[config.mk]
export PLATFORM = sky130hd
export DESIGN_NAME = mastermind_engine
export DESIGN_NICKNAME = d
export VERILOG_FILES = /design/src/rtl/mastermind_engine.sv
export SDC_FILE = /design/constraint.sdc
export NUM_CORES = 1
export LEC_CHECK = 0
export ABC_CLOCK_PERIOD_IN_PS = 6500
export BUFFER_PORTS_ARGS = -buffer_cell sky130_fd_sc_hd__buf_2
export CAP_MARGIN = 20
export CORE_ASPECT_RATIO = 2
export CORE_UTILIZATION = 47
export CTS_CLUSTER_SIZE = 14
export DETAILED_ROUTE_END_ITERATION = 10
export GPL_TIMING_DRIVEN = 0
export SYNTH_ARGS = -nofsm -noshare
export SYNTH_HDL_FRONTEND = slang
export SYNTH_SLANG_ARGS = --single-unit
[constraint.sdc]
create_clock -name clk -period 6.5 [get_ports clk]
set_input_delay 0.975 -clock clk [delete_from_list [all_inputs] [get_ports clk]]
set_output_delay 0.975 -clock clk [all_outputs]
set_load 0.005 [all_outputs]
[src/rtl/mastermind_engine.sv]
`default_nettype none
// +------------------------------------------------------------------------+
// | Module   : mastermind_engine                                           |
// | Purpose  : Parametrised Mastermind core. Holds the secret code, takes  |
// |            guesses over valid/ready, scores black/white sequentially   |
// |            (one exact pass, then one pass per colour) and keeps a      |
// |            per-turn history for readback.                              |
// | Revision : 1.0 - initial release                                       |
// +------------------------------------------------------------------------+
module mastermind_engine #(
  parameter int NUM_PEGS   = 4,
  parameter int COLOR_BITS = 3,
  parameter int MAX_TURNS  = 8,
  localparam int PW = $clog2(NUM_PEGS + 1),
  localparam int TW = $clog2(MAX_TURNS + 1),
  localparam int CW = NUM_PEGS * COLOR_BITS
) (
  input  logic          clk,
  input  logic          rst,
  input  logic          new_game,
  input  logic [CW-1:0] code_in,
  input  logic          guess_valid,
  output logic          guess_ready,
  input  logic [CW-1:0] guess_in,
  output logic          result_valid,
  output logic [PW-1:0] black,
  output logic [PW-1:0] white,
  output logic [TW-1:0] turn,
  output logic          game_over,
  output logic          game_won,
  input  logic [TW-1:0] hist_sel,
  output logic [CW-1:0] hist_guess,
  output logic [PW-1:0] hist_black,
  output logic [PW-1:0] hist_white
);

  typedef enum logic [2:0] {
    S_IDLE   = 3'd0,
    S_PLAY   = 3'd1,
    S_EXACT  = 3'd2,
    S_COLOR  = 3'd3,
    S_FINISH = 3'd4,
    S_OVER   = 3'd5
  } state_t;

  state_t                state_q, state_d;
  logic [CW-1:0]         code_q, code_d;
  logic [CW-1:0]         guess_q, guess_d;
  logic [COLOR_BITS-1:0] color_q, color_d;
  logic [PW-1:0]         black_acc_q, black_acc_d;
  logic [PW-1:0]         white_acc_q, white_acc_d;
  logic                  guess_ready_q, guess_ready_d;
  logic                  result_valid_q, result_valid_d;
  logic [PW-1:0]         black_q, black_d;
  logic [PW-1:0]         white_q, white_d;
  logic [TW-1:0]         turn_q, turn_d;
  logic                  game_over_q, game_over_d;
  logic                  game_won_q, game_won_d;
  logic [CW-1:0]         hist_guess_q [MAX_TURNS];
  logic [CW-1:0]         hist_guess_d [MAX_TURNS];
  logic [PW-1:0]         hist_black_q [MAX_TURNS];
  logic [PW-1:0]         hist_black_d [MAX_TURNS];
  logic [PW-1:0]         hist_white_q [MAX_TURNS];
  logic [PW-1:0]         hist_white_d [MAX_TURNS];

  logic [PW-1:0]         exact_cnt;
  logic [PW-1:0]         code_cc;
  logic [PW-1:0]         guess_cc;
  logic [PW-1:0]         min_cc;

  // Per-cycle counts: exact matches, and occurrences of the current colour in code and guess
  always_comb begin
    exact_cnt = '0;
    code_cc   = '0;
    guess_cc  = '0;
    for (int i = 0; i < NUM_PEGS; i++) begin
      if (guess_q[i*COLOR_BITS +: COLOR_BITS] == code_q[i*COLOR_BITS +: COLOR_BITS])
        exact_cnt = exact_cnt + PW'(1);
      if (code_q[i*COLOR_BITS +: COLOR_BITS] == color_q)
        code_cc = code_cc + PW'(1);
      if (guess_q[i*COLOR_BITS +: COLOR_BITS] == color_q)
        guess_cc = guess_cc + PW'(1);
    end
    min_cc = (code_cc < guess_cc) ? code_cc : guess_cc;
  end

  // Next-state and next-output logic; new_game overrides everything, including mid-scoring
  always_comb begin
    state_d        = state_q;
    code_d         = code_q;
    guess_d        = guess_q;
    color_d        = color_q;
    black_acc_d    = black_acc_q;
    white_acc_d    = white_acc_q;
    result_valid_d = 1'b0;
    black_d        = black_q;
    white_d        = white_q;
    turn_d         = turn_q;
    game_over_d    = game_over_q;
    game_won_d     = game_won_q;
    hist_guess_d   = hist_guess_q;
    hist_black_d   = hist_black_q;
    hist_white_d   = hist_white_q;

    if (new_game) begin
      state_d     = S_PLAY;
      code_d      = code_in;
      color_d     = '0;
      black_acc_d = '0;
      white_acc_d = '0;
      black_d     = '0;
      white_d     = '0;
      turn_d      = '0;
      game_over_d = 1'b0;
      game_won_d  = 1'b0;
      for (int i = 0; i < MAX_TURNS; i++) begin
        hist_guess_d[i] = '0;
        hist_black_d[i] = '0;
        hist_white_d[i] = '0;
      end
    end else begin
      case (state_q)
        S_PLAY: begin
          if (guess_valid) begin
            guess_d = guess_in;
            state_d = S_EXACT;
          end
        end
        S_EXACT: begin
          black_acc_d = exact_cnt;
          white_acc_d = '0;
          color_d     = '0;
          state_d     = S_COLOR;
        end
        S_COLOR: begin
          // white_acc collects total colour matches; exact ones are removed at FINISH
          white_acc_d = white_acc_q + min_cc;
          color_d     = color_q + COLOR_BITS'(1);
          if (color_q == {COLOR_BITS{1'b1}})
            state_d = S_FINISH;
        end
        S_FINISH: begin
          black_d        = black_acc_q;
          white_d        = white_acc_q - black_acc_q;
          result_valid_d = 1'b1;
          turn_d         = turn_q + TW'(1);
          for (int i = 0; i < MAX_TURNS; i++) begin
            if (turn_q == TW'(i)) begin
              hist_guess_d[i] = guess_q;
              hist_black_d[i] = black_acc_q;
              hist_white_d[i] = white_acc_q - black_acc_q;
            end
          end
          if (black_acc_q == PW'(NUM_PEGS)) begin
            game_won_d  = 1'b1;
            game_over_d = 1'b1;
            state_d     = S_OVER;
          end else if (turn_q == TW'(MAX_TURNS - 1)) begin
            game_won_d  = 1'b0;
            game_over_d = 1'b1;
            state_d     = S_OVER;
          end else begin
            state_d = S_PLAY;
          end
        end
        S_IDLE, S_OVER: ;
        default: state_d = S_IDLE;
      endcase
    end

    guess_ready_d = (state_d == S_PLAY);
  end

  // State and registered outputs; asynchronous active-low reset clears everything
  always_ff @(posedge clk or negedge rst) begin
    if (!rst) begin
      state_q        <= S_IDLE;
      code_q         <= '0;
      guess_q        <= '0;
      color_q        <= '0;
      black_acc_q    <= '0;
      white_acc_q    <= '0;
      guess_ready_q  <= 1'b0;
      result_valid_q <= 1'b0;
      black_q        <= '0;
      white_q        <= '0;
      turn_q         <= '0;
      game_over_q    <= 1'b0;
      game_won_q     <= 1'b0;
      for (int i = 0; i < MAX_TURNS; i++) begin
        hist_guess_q[i] <= '0;
        hist_black_q[i] <= '0;
        hist_white_q[i] <= '0;
      end
    end else begin
      state_q        <= state_d;
      code_q         <= code_d;
      guess_q        <= guess_d;
      color_q        <= color_d;
      black_acc_q    <= black_acc_d;
      white_acc_q    <= white_acc_d;
      guess_ready_q  <= guess_ready_d;
      result_valid_q <= result_valid_d;
      black_q        <= black_d;
      white_q        <= white_d;
      turn_q         <= turn_d;
      game_over_q    <= game_over_d;
      game_won_q     <= game_won_d;
      hist_guess_q   <= hist_guess_d;
      hist_black_q   <= hist_black_d;
      hist_white_q   <= hist_white_d;
    end
  end

  // History readback: only entries already written this game are visible
  always_comb begin
    hist_guess = '0;
    hist_black = '0;
    hist_white = '0;
    for (int i = 0; i < MAX_TURNS; i++) begin
      if ((hist_sel == TW'(i)) && (TW'(i) < turn_q)) begin
        hist_guess = hist_guess_q[i];
        hist_black = hist_black_q[i];
        hist_white = hist_white_q[i];
      end
    end
  end

  assign guess_ready  = guess_ready_q;
  assign result_valid = result_valid_q;
  assign black        = black_q;
  assign white        = white_q;
  assign turn         = turn_q;
  assign game_over    = game_over_q;
  assign game_won     = game_won_q;

endmodule
`default_nettype wire

==> results of run 1 <==
layout by cell type (no fill, tap or decap), types with 5 or more instances in the layout:
cell and n:
a211oi_1 10, buf_1 5, a32oi_1 18, clkbuf_16 17, mux2_2 33, clkbuf_8 8
nor2_1 39, a221oi_1 16, xor2_1 18, o22ai_1 36, nor3_1 7, nand3_1 14
dfrtp_1 194, buf_4 7, inv_1 15, buf_2 70, xnor2_1 31, buf_6 6
a211o_1 18, a21oi_1 150, nand2_1 324, and3_1 8, nor2b_1 6, ha_1 20
clkbuf_1 51
logic make-up after synthesis:
family                   count (synthesis)
AND/OR/NAND/NOR                        427
AO/OA/AOI/OAI                          268
flip-flops                             194
buffers and inverters                  102
XOR/XNOR                                49
multiplexers                            36
adder cells (fa/ha/maj)                 22
Yosys cell counts (all sizes together), types with 2 or more instances:
master	n	area, um2
inv	16	65.1
nand4b	2	23.8
a21oi	151	759
buf	27	184
xor2	18	158
mux2i	3	30.0
mux2	33	372
nor3	8	45.0
o22ai	36	225
and2	2	12.5
nor2b	6	37.5
or2	3	18.8
o21ai	3	18.8
nand2b	4	32.5
nand3	14	70.1
a211o	18	158
a221oi	18	170
xnor2	31	272
nor4	2	42.5
a31oi	2	12.5
o31ai	3	22.5
nor3b	4	35.0
clkbuf	55	267
nand2	326	1230
a211oi	10	75.1
dlygate4sd3	2	20.0
dfrtp	194	4850
and3	11	72.6
a32oi	18	158
nor2	41	164
ha	20	250
fa	2	40.0
state kept, by name, indices dropped and copies added, names as in the netlist, 3 cells and up:
register and flops:
code_q 12, hist_black_q 24, black_acc_q 3, white_acc_q 3, state_q 3, color_q 3
white 3, guess_q 12, hist_white_q 24, black 3, turn 4, hist_guess_q 96
per-layer routing:
| layer | track usage [%] | up-vias |
|---|---|---|
| met5 | 0 | - |
| met4 | 13.7 | 0 |
| met3 | 3.18 | 62 |
| met2 | 52.6 | 152 |
| met1 | 27.4 | 3953 |
| li1 | - | 3929 |
power by group:
part / leakage, nW / internal, mW / total [mW] / switching, mW
Combinational: 1.90 / 0.157 / 0.434 / 0.277
Sequential: 2.65 / 1.25 / 1.28 / 0.0310
Clock: 0.298 / 0.629 / 1.10 / 0.475
Total: 4.84 / 2.03 / 2.81 / 0.783
worst min-delay path by stage:
| stage | startpoint | endpoint | slack [ns] | cells past startpoint |
|---|---|---|---|---|
| after detailed placement | game_over$_DFFE_PN0P_ | game_over$_DFFE_PN0P_ | 0.49 | 2 |
| after global routing | hist_white_q[2]$_DFFE_PN0P_ | hist_white_q[2]$_DFFE_PN0P_ | 0.53 | 1 |
| after floorplan | hist_white_q[17]$_DFFE_PN0P_ | hist_white_q[17]$_DFFE_PN0P_ | 0.48 | 1 |
| after global placement | game_over$_DFFE_PN0P_ | game_over$_DFFE_PN0P_ | 0.48 | 2 |
| final | game_over$_DFFE_PN0P_ | game_over$_DFFE_PN0P_ | 0.49 | 2 |
| after CTS | game_over$_DFFE_PN0P_ | game_over$_DFFE_PN0P_ | 0.50 | 2 |
worst reg2reg max path, stage by stage (launching register included):
cell and delay (ns):
dfrtp_1 0.38, buf_4 0.20, xnor2_1 0.13, and3_1 0.23, ha_1 0.34, xor2_1 0.27, ha_1 0.28, nand4_1 0.07
o31ai_1 0.12, ha_1 0.32, nor2_1 0.05, or2_2 0.26, a21oi_1 0.17, a21oi_1 0.08, ha_1 0.21, fa_1 0.37
xnor2_1 0.26, nor3_1 0.07, a21o_1 0.15, a22oi_1 0.13, nor2_1 0.06
layout make-up:
class,count,area [um2],area share (%)
flip-flops and latches,194,4850,42.7
multi-input cells,802,4660,41.0
plain buffers,86,492,4.33
clock buffers,21,460,4.05
repair buffers,63,348,3.06
well taps,269,337,2.96
clock inverters,11,151,1.33
inverters,16,65.1,0.572
==> impl_metrics.tcl, run 1 <==
set metrics [dict create \
    status "finished clean" \
    syn_inst 1098 \
    r2r_setup_slack_ns 2.20 \
    critical_path_class "flop to primary output" \
    crit_path_top_delay_cell "o2111ai_2" \
    port_buffers 62 \
    critPathMaxFanout 10 \
    cts_tree "built" \
    dr.pass1.iters 7 \
    grt_usage_pct 26.9 \
    vias_per_cell 5.54 \
    nets 1234 \
    reg2reg_from "color_q[1]$_DFFE_PN0P_" \
    syn_area_um2 10100 \
    setup_ws_ns 2.07 \
    ant_nets 0 \
    cp_top_family "compound AO/OA/AOI/OAI gates" \
    critPathRequiredTime_ns 5.52 \
    dp_slack_ns 2.17 \
    rows 75 \
    synth_xor_area_share_pct 4.26 \
    synth_top_family_by_area "simple AND/OR/NAND/NOR gates" \
    max_stage_delay_ns 0.58 \
    synth-simple-area-share_pct 18.2 \
    arrival_ns 3.46 \
    synth_compound_area_share_pct 16.9 \
    grt_pass1_wl_um 44800 \
    cap_violations 0 \
    hold_path.class "flop to flop" \
    met3_length_um 676 \
    clock_latency_ns 0.45 \
    synth_nets 1152 \
    p_per_area_nw_per_um2 248 \
    drtIter0Drc 309 \
    routed_wl_um 28100 \
    holdBufCountCts 0 \
    wl_met2_um 16200 \
    routedWlPerCell_um 19.2 \
    hold_slack_ns 0.493 \
    cp-end-kind "primary output" \
    start_kind "flop" \
    path_buf_inv 3 \
    postCtsSetupRepairBufs 0 \
    yosys_register_bits 194 \
    n_fill_cell 2046 \
    tightest_slew_ns 0.873 \
    clkTransAtPathRegs_ns 0.07 \
    yosysSeqAreaShare_pct 48.2 \
    fin_util_pct 54.1 \
    power_mw 2.81 \
    synth_cell_types 64 \
    cts_buffers 17 \
    routed.top_layer "met4" \
    dieArea_um2 22100 \
    rsz0062_at_grt "no" \
    gr-total-overflow 0 \
    relSlewSlack_pct 41.8 \
    r2r_end "white_acc_q[2]$_DFFE_PN0P_" \
    grt_pass1_vias 8292 \
    fin_worst_skew_ns 0.00825 \
    wl_met1_um 10100 \
    dpl_cell_area_um2 10800 \
    grt_max_degree 110 \
    crit_path_cell_trace "inv_1 > ha_1 > nor2b_1 > o2111ai_2 > clkbuf_8 > o22ai_1 > a211o_1 > a32oi_1 > buf_2" \
    gp_congestion 0.841 \
    yosys_warnings 0 \
    vdd_drop_max_uv 160 \
    syn_avg_cell_area_um2 9.17 \
    htreeDepth 4 \
    cts-resized-gates 0 \
    core_area_um2 21000 \
    vias 8096 \
    fin_crit_sh_pct 68.2 \
    cts_sinks 194 \
    hpwl_um 21700 \
    antenna_found_initial 0 \
    syn_to_final_growth_pct 12.9 \
    cp-startpoint "turn[0]$_DFFE_PN0P_" \
    cp.depth 9 \
    io_pins 64 \
    stdcell_count 1462 \
    synth.area.mux_share_pct 3.99 \
    fp.dieW_um 106 \
    slew_viol_final 0 \
    async_reset_ff_share_pct 100 \
    p_leak_nw 4.84 \
    cts_buffer_depth 2 \
    synthFlopType "dfrtp_1" \
    max_clock_freq_mhz 226 \
    hold_violations 0 \
    start_util_pct 47.9 \
    tns_ns 0 \
    synth_edf_count 0 \
    cts_root_buffer "clkbuf_16" \
    min_period_ns 4.43 \
    die_h_um 209 \
    cp-endpoint "hist_guess[2]" \
    insertedDiodeCount 0 \
    final_cell_area_um2 11400 \
    drc 0 \
    setup_viol 0 \
    dp_cells 1430 \
    drive_gt1_share_pct 14.9 \
    r2r_cells 20 \
    yosys.area_share.adder_pct 2.88 \
]
(Power assumes the default switching activity.)
==> run 2: changes to the inputs <==
- ABC_AREA: not set -> 1
- ABC_CLOCK_PERIOD_IN_PS: 6500 -> 3840
- PLACE_DENSITY: not set -> 0.67
- clock period: 6.5 -> 3.84 ns (I/O delays scaled with it)
==> impl_metrics.tcl, run 2 <==
set metrics [dict create \
    status "finished clean" \
    cp-end-kind "flop" \
    cts_root_buffer "clkbuf_16" \
    insertedDiodeCount 0 \
    syn_to_final_growth_pct 14.8 \
    fin_worst_skew_ns 0.0102 \
    relSlewSlack_pct 40.5 \
    critical_path_class "flop to flop" \
    slew_viol_final 0 \
    p_per_area_nw_per_um2 505 \
    fp.dieW_um 102 \
    die_h_um 202 \
    final_cell_area_um2 10800 \
    pwr-share-comb_pct 18.7 \
    netlist_top_cells_count "340 x nand2_1, 194 x dfrtp_1, 169 x o21ai_0" \
    grt_usage_pct 28.7 \
    switching_share_pct 30.6 \
    async_reset_ff_share_pct 100 \
    setup_viol 0 \
    synth_edf_count 0 \
    hold_slack_ns 0.0114 \
    hold_violations 0 \
    dr.pass1.iters 6 \
    syn_area_um2 9420 \
    cts_tree "built" \
    io_pins 64 \
    vias_per_cell 5.42 \
    holdBufCountCts 0 \
    min_period_ns 3.64 \
    top_register "hist_guess_q" \
    yosys_register_bits 194 \
    dpl_cell_area_um2 10100 \
    htreeDepth 4 \
    cts_sinks 194 \
    drive_gt1_share_pct 12.0 \
    routed_wl_um 27400 \
    max_clock_freq_mhz 274 \
    rows 72 \
    p_switching_mw 1.67 \
    cts_buffers 17 \
    power_mw 5.46 \
    synth_nets 1193 \
    port_buffers 62 \
    synth_cell_types 36 \
    vdd_drop_max_uv 337 \
    drtIter0Drc 425 \
    vias 8112 \
    synthFlopType "dfrtp_1" \
    cts_buffer_depth 2 \
    grt_pass1_wl_um 43100 \
    hold_path.class "primary input to async pin" \
    routedWlPerCell_um 18.3 \
    layout_common_cells "340 x nand2_1, 194 x dfrtp_1, 168 x o21ai_0" \
    grt_max_degree 76 \
    yosysSeqAreaShare_pct 51.5 \
    cap_violations 0 \
    syn_inst 1139 \
    clkTransAtPathRegs_ns 0.07 \
    drc 0 \
    final_common_cell "nand2_1" \
    setup_ws_ns 0.197 \
    hpwl_um 20800 \
    gr-total-overflow 0 \
    dp_slack_ns -0.0370 \
    core_area_um2 19500 \
    gp_congestion 0.896 \
    clockPowerShare_pct 34.0 \
    antenna_found_initial 0 \
    synth_most_common_cell "nand2_1" \
    tightest_slew_ns 0.888 \
    clock_latency_ns 0.46 \
    start_util_pct 48.4 \
    synth.area.top_cells "dfrtp_1 52%, nand2_1 14%, o21ai_0 9.0%" \
    largest_register_ffs 96 \
    fin_crit_sh_pct 94.9 \
    p_int_mw 3.79 \
    p_leak_nw 5.16 \
    p_seq_share_pct 47.3 \
    start_kind "flop" \
    syn_avg_cell_area_um2 8.27 \
    critPathRequiredTime_ns 4.19 \
    dieArea_um2 20700 \
    ant_nets 0 \
    arrival_ns 3.99 \
    synth_top_cell_by_area "dfrtp_1" \
    yosys_warnings 0 \
    synth_top_area_share_pct 51.5 \
    reg.largest.list "hist_guess_q: 96 flops, hist_black_q: 24 flops, hist_white_q: 24 flops" \
    grt_pass1_vias 8020 \
    critPathMaxFanout 9 \
    nets 1280 \
]
[run 2: cell count changes in the layout (fill, tap and decap cells not counted), moves of 18 or more]
cell	previous run	this run
o21ai_0	2	168
mux2_2	33	0
nand3_1	14	47
nand4_1	1	32
nor2_1	39	72
a21oi_1	150	30
o22ai_1	36	3
a211o_1	18	0
clkbuf_1	51	25
inv_1	15	97
a32oi_1	18	0
[run 2: kinds of logic (layout without fill, tap and decap cells)]
family                   after synthesis  after routing  synth area share [%]
AO/OA/AOI/OAI                        221            221                  12.7
XOR/XNOR                              37             37                  3.44
adder cells (fa/ha/maj)               22             22                  3.08
buffers and inverters                150            249                  6.35
flip-flops                           194            194                  51.5
AND/OR/NAND/NOR                      515            515                  22.9
[run 2: final timing paths]
check                                       startpoint                      endpoint  slack, ns  cells past startpoint
hold reg to reg            hist_white_q[2]$_DFFE_PN0P_   hist_white_q[2]$_DFFE_PN0P_       0.48                      2
setup / recovery                color_q[0]$_DFFE_PN0P_    white_acc_q[2]$_DFFE_PN0P_       0.20                     20
min in group clk                           code_in[10]        code_q[10]$_DFFE_PN0P_       0.32                      3
hold / removal                                     rst         guess_ready$_DFF_PN0_       0.01                      1
setup reg to reg                color_q[0]$_DFFE_PN0P_    white_acc_q[2]$_DFFE_PN0P_       0.20                     20
max in group asynchronous                          rst  hist_guess_q[67]$_DFFE_PN0P_       2.74                      3
[run 2: power by group through the flow]
stage               sequential, mW  clock [mW]  combinational (mW)
finish                        2.58        1.86                1.02
global route                  2.62        1.96                1.16
CTS                           2.57        1.88                1.00
detailed placement            2.61           0               0.996
global placement              2.60           0               0.958
floorplan                     2.56           0               0.684
[run 2: critical path: stages, from the launching register on]
cell and delay, ns:
dfrtp_1 0.40, buf_6 0.16, xnor2_1 0.16, and3_1 0.25, ha_1 0.29, nand4_1 0.13, nand2_1 0.08, inv_1 0.06
ha_1 0.13, nand2_1 0.06, xnor2_1 0.16, ha_1 0.30, inv_1 0.05, a21oi_2 0.18, nand2_1 0.09, nand2_1 0.06
nand2_1 0.09, ha_1 0.21, fa_2 0.34, xnor2_1 0.13, a32o_1 0.19
[run 2: layout make-up]
type | count | area, um2
buffer | 48 | 234
multi-input combinational | 795 | 4000
inverter | 102 | 383
clock inverter | 11 | 155
clock buffer | 20 | 457
tap | 259 | 324
sequential | 194 | 4850
fill | 1914 | 8640
timing repair buffer | 68 | 405
[run 2: metal layers]
layer	share of wire (%)	global-route usage, %
met1	35	29.7
met2	55	52.6
met3	3.8	4.81
met4	5.2	16.6
met5	0	0
[run 2: per-stage QoR]
step                      instances  TNS, ns  utilization, %
after floorplan                1139        0               -
after global routing           1497  -0.0146            55.6
after global placement         1460  -200.68            51.7
after CTS                      1493        0            55.2
final                          1497        0            55.6
after detailed placement       1462  -0.0370            52.0
[run 2: what timing repair did]
item,4_1_cts,5_1_grt
setup buffers,0,4
pin swaps,0,3
gates resized for setup,1,16
endpoints found under the setup margin,1,2
==> run 3: changes to the inputs <==
- RECOVER_POWER: not set -> 50
==> impl_metrics.tcl, run 3 (synthesis results as in run 2) <==
set metrics [dict create \
    status "finished with violations" \
    failed_checks "capacitance limit, slew limit" \
    hold_violations 0 \
    routed_wl_um 27300 \
    slew_viol_final 50 \
    gp_congestion 0.896 \
    drtIter0Drc 426 \
    power_mw 5.46 \
    min_from "code_in[10]" \
    die_h_um 202 \
    vdd_drop_max_uv 332 \
    syn_to_final_growth_pct 14.4 \
    reg2reg_from "color_q[0]$_DFFE_PN0P_" \
    critPathRequiredTime_ns 4.18 \
    max_stage_delay_ns 0.40 \
    arrival_ns 3.99 \
    cp_top_family "adder cells" \
    nets 1280 \
    r2r_setup_slack_ns 0.20 \
    io_pins 64 \
    cts_buffers 17 \
    clock_latency_ns 0.45 \
    cts_tree "built" \
    critical_path_class "flop to flop" \
    vias 8133 \
    vias_per_cell 5.43 \
    r2r_cells 21 \
    fin_crit_sh_pct 94.9 \
    grt_pass1_wl_um 43100 \
    fp.dieW_um 102 \
    drc 0 \
    cap_violations 1 \
    p_leak_nw 5.13 \
    hold_end "code_q[10]$_DFFE_PN0P_" \
    grt_pass1_vias 8020 \
    drive_gt1_share_pct 11.6 \
    dr.pass1.iters 5 \
    port_buffers 62 \
    tightest_slew_ns 2.83 \
    min_period_ns 3.64 \
    grt_usage_pct 28.7 \
    ant_nets 0 \
    setup_viol 0 \
    crit_path_top_delay_cell "dfrtp_1" \
    antenna_found_initial 0 \
    cts_buffer_depth 2 \
    top_register "hist_guess_q" \
    stdcell_count 1497 \
    dp_slack_ns -0.0370 \
    n_fill_cell 1918 \
    start_util_pct 48.4 \
    max_clock_freq_mhz 274 \
    largest_register_ffs 96 \
    htreeDepth 4 \
    reg.largest.list "hist_guess_q: 96 flops, hist_black_q: 24 flops, hist_white_q: 24 flops" \
    insertedDiodeCount 0 \
    hold_slack_ns 0.321 \
    cp-end-kind "flop" \
    p_per_area_nw_per_um2 506 \
    fin_util_pct 55.4 \
    core_area_um2 19500 \
    cts_sinks 194 \
    r2r_end "white_acc_q[2]$_DFFE_PN0P_" \
    dieArea_um2 20700 \
    critPathMaxFanout 9 \
    relSlewSlack_pct -88.8 \
    gr-total-overflow 0 \
    setup_ws_ns 0.197 \
    fin_worst_skew_ns 0.0123 \
    routedWlPerCell_um 18.3 \
    holdPathStages 3 \
    cts_root_buffer "clkbuf_16" \
    grt_max_degree 76 \
    hold_path.class "primary input to flop" \
    dp_cells 1462 \
    cpMostUsedCell "nand2_1" \
    start_kind "flop" \
    hpwl_um 20800 \
    rows 72 \
    crit_path_cell_trace "buf_6 > xnor2_1 > and3_1 > ha_1 > nand4_1 > nand2_1 > inv_1 > ha_1 > nand2_1 > nand2_1 > ha_1 > inv_1 > nor2_1 > nand2_1 > nand2_1 > nand2_1 > nand2_1 > ha_1 > fa_2 > xnor2_1 > a32o_1" \
    clkTransAtPathRegs_ns 0.07 \
    final_common_cell "nand2_1" \
    layout_common_cells "340 x nand2_1, 194 x dfrtp_1, 168 x o21ai_0" \
    path_buf_inv 3 \
]
[run 3: through the flow]
step | cell area, um2 | TNS, ns
6_report | 10800 | 0
5_1_grt | 10800 | -0.0146
4_1_cts | 10700 | 0
3_5_place_dp | 10100 | -0.0370
3_3_place_gp | 10100 | -200.68
2_1_floorplan | 9420 | 0
[run 3: per-layer routing]
layer  global-route usage [%]  routed length, um
met2                     52.6              15300
met1                     29.7               9550
met5                        0                  0
met4                     16.6               1390
met3                     4.81               1150
[run 3: layout make-up]
| class | count | area, um2 | area share (%) |
|---|---|---|---|
| Buffer | 48 | 229 | 2.12 |
| Clock buffer | 20 | 457 | 4.24 |
| Clock inverter | 11 | 155 | 1.44 |
| Inverter | 102 | 383 | 3.55 |
| Multi-Input combinational cell | 795 | 4000 | 37.1 |
| Sequential cell | 194 | 4850 | 45.0 |
| Tap cell | 259 | 324 | 3.01 |
| Timing Repair Buffer | 68 | 375 | 3.48 |
[run 3: worst max path at each step]
stage | from | end | slack, ns | cells after the start
2_1_floorplan | color_q[2]$_DFFE_PN0P_ | white_acc_q[2]$_DFFE_PN0P_ | 0.37 | 21
3_3_place_gp | rst | hist_guess_q[69]$_DFFE_PN0P_ | -1.05 | 1
3_5_place_dp | color_q[0]$_DFFE_PN0P_ | white_acc_q[2]$_DFFE_PN0P_ | -0.04 | 21
4_1_cts | color_q[0]$_DFFE_PN0P_ | white_acc_q[2]$_DFFE_PN0P_ | 0.02 | 21
5_1_grt | color_q[0]$_DFFE_PN0P_ | white_acc_q[2]$_DFFE_PN0P_ | -0.01 | 21
6_report | color_q[0]$_DFFE_PN0P_ | white_acc_q[2]$_DFFE_PN0P_ | 0.20 | 21
[run 3: timing repair]
action                     in CTS  in global routing
hold buffers                    0                  0
gates cloned                    0                  0
setup endpoints to repair       1                  2
pin swaps                       0                  3
setup buffers                   0                  4
resized for setup               1                 16
[run 3: power breakdown]
part / internal, mW / total, mW / switching [mW] / leakage, nW
Combinational: 0.362 / 1.02 / 0.655 / 2.32
Clock: 1.06 / 1.86 / 0.795 / 0.290
Sequential: 2.37 / 2.58 / 0.216 / 2.52
[run 3: worst min-delay path: cells and delay by family]
family	cells	cell delay, ns
and+or+nand+nor	2	0.09
buffers and inverters	1	0.07
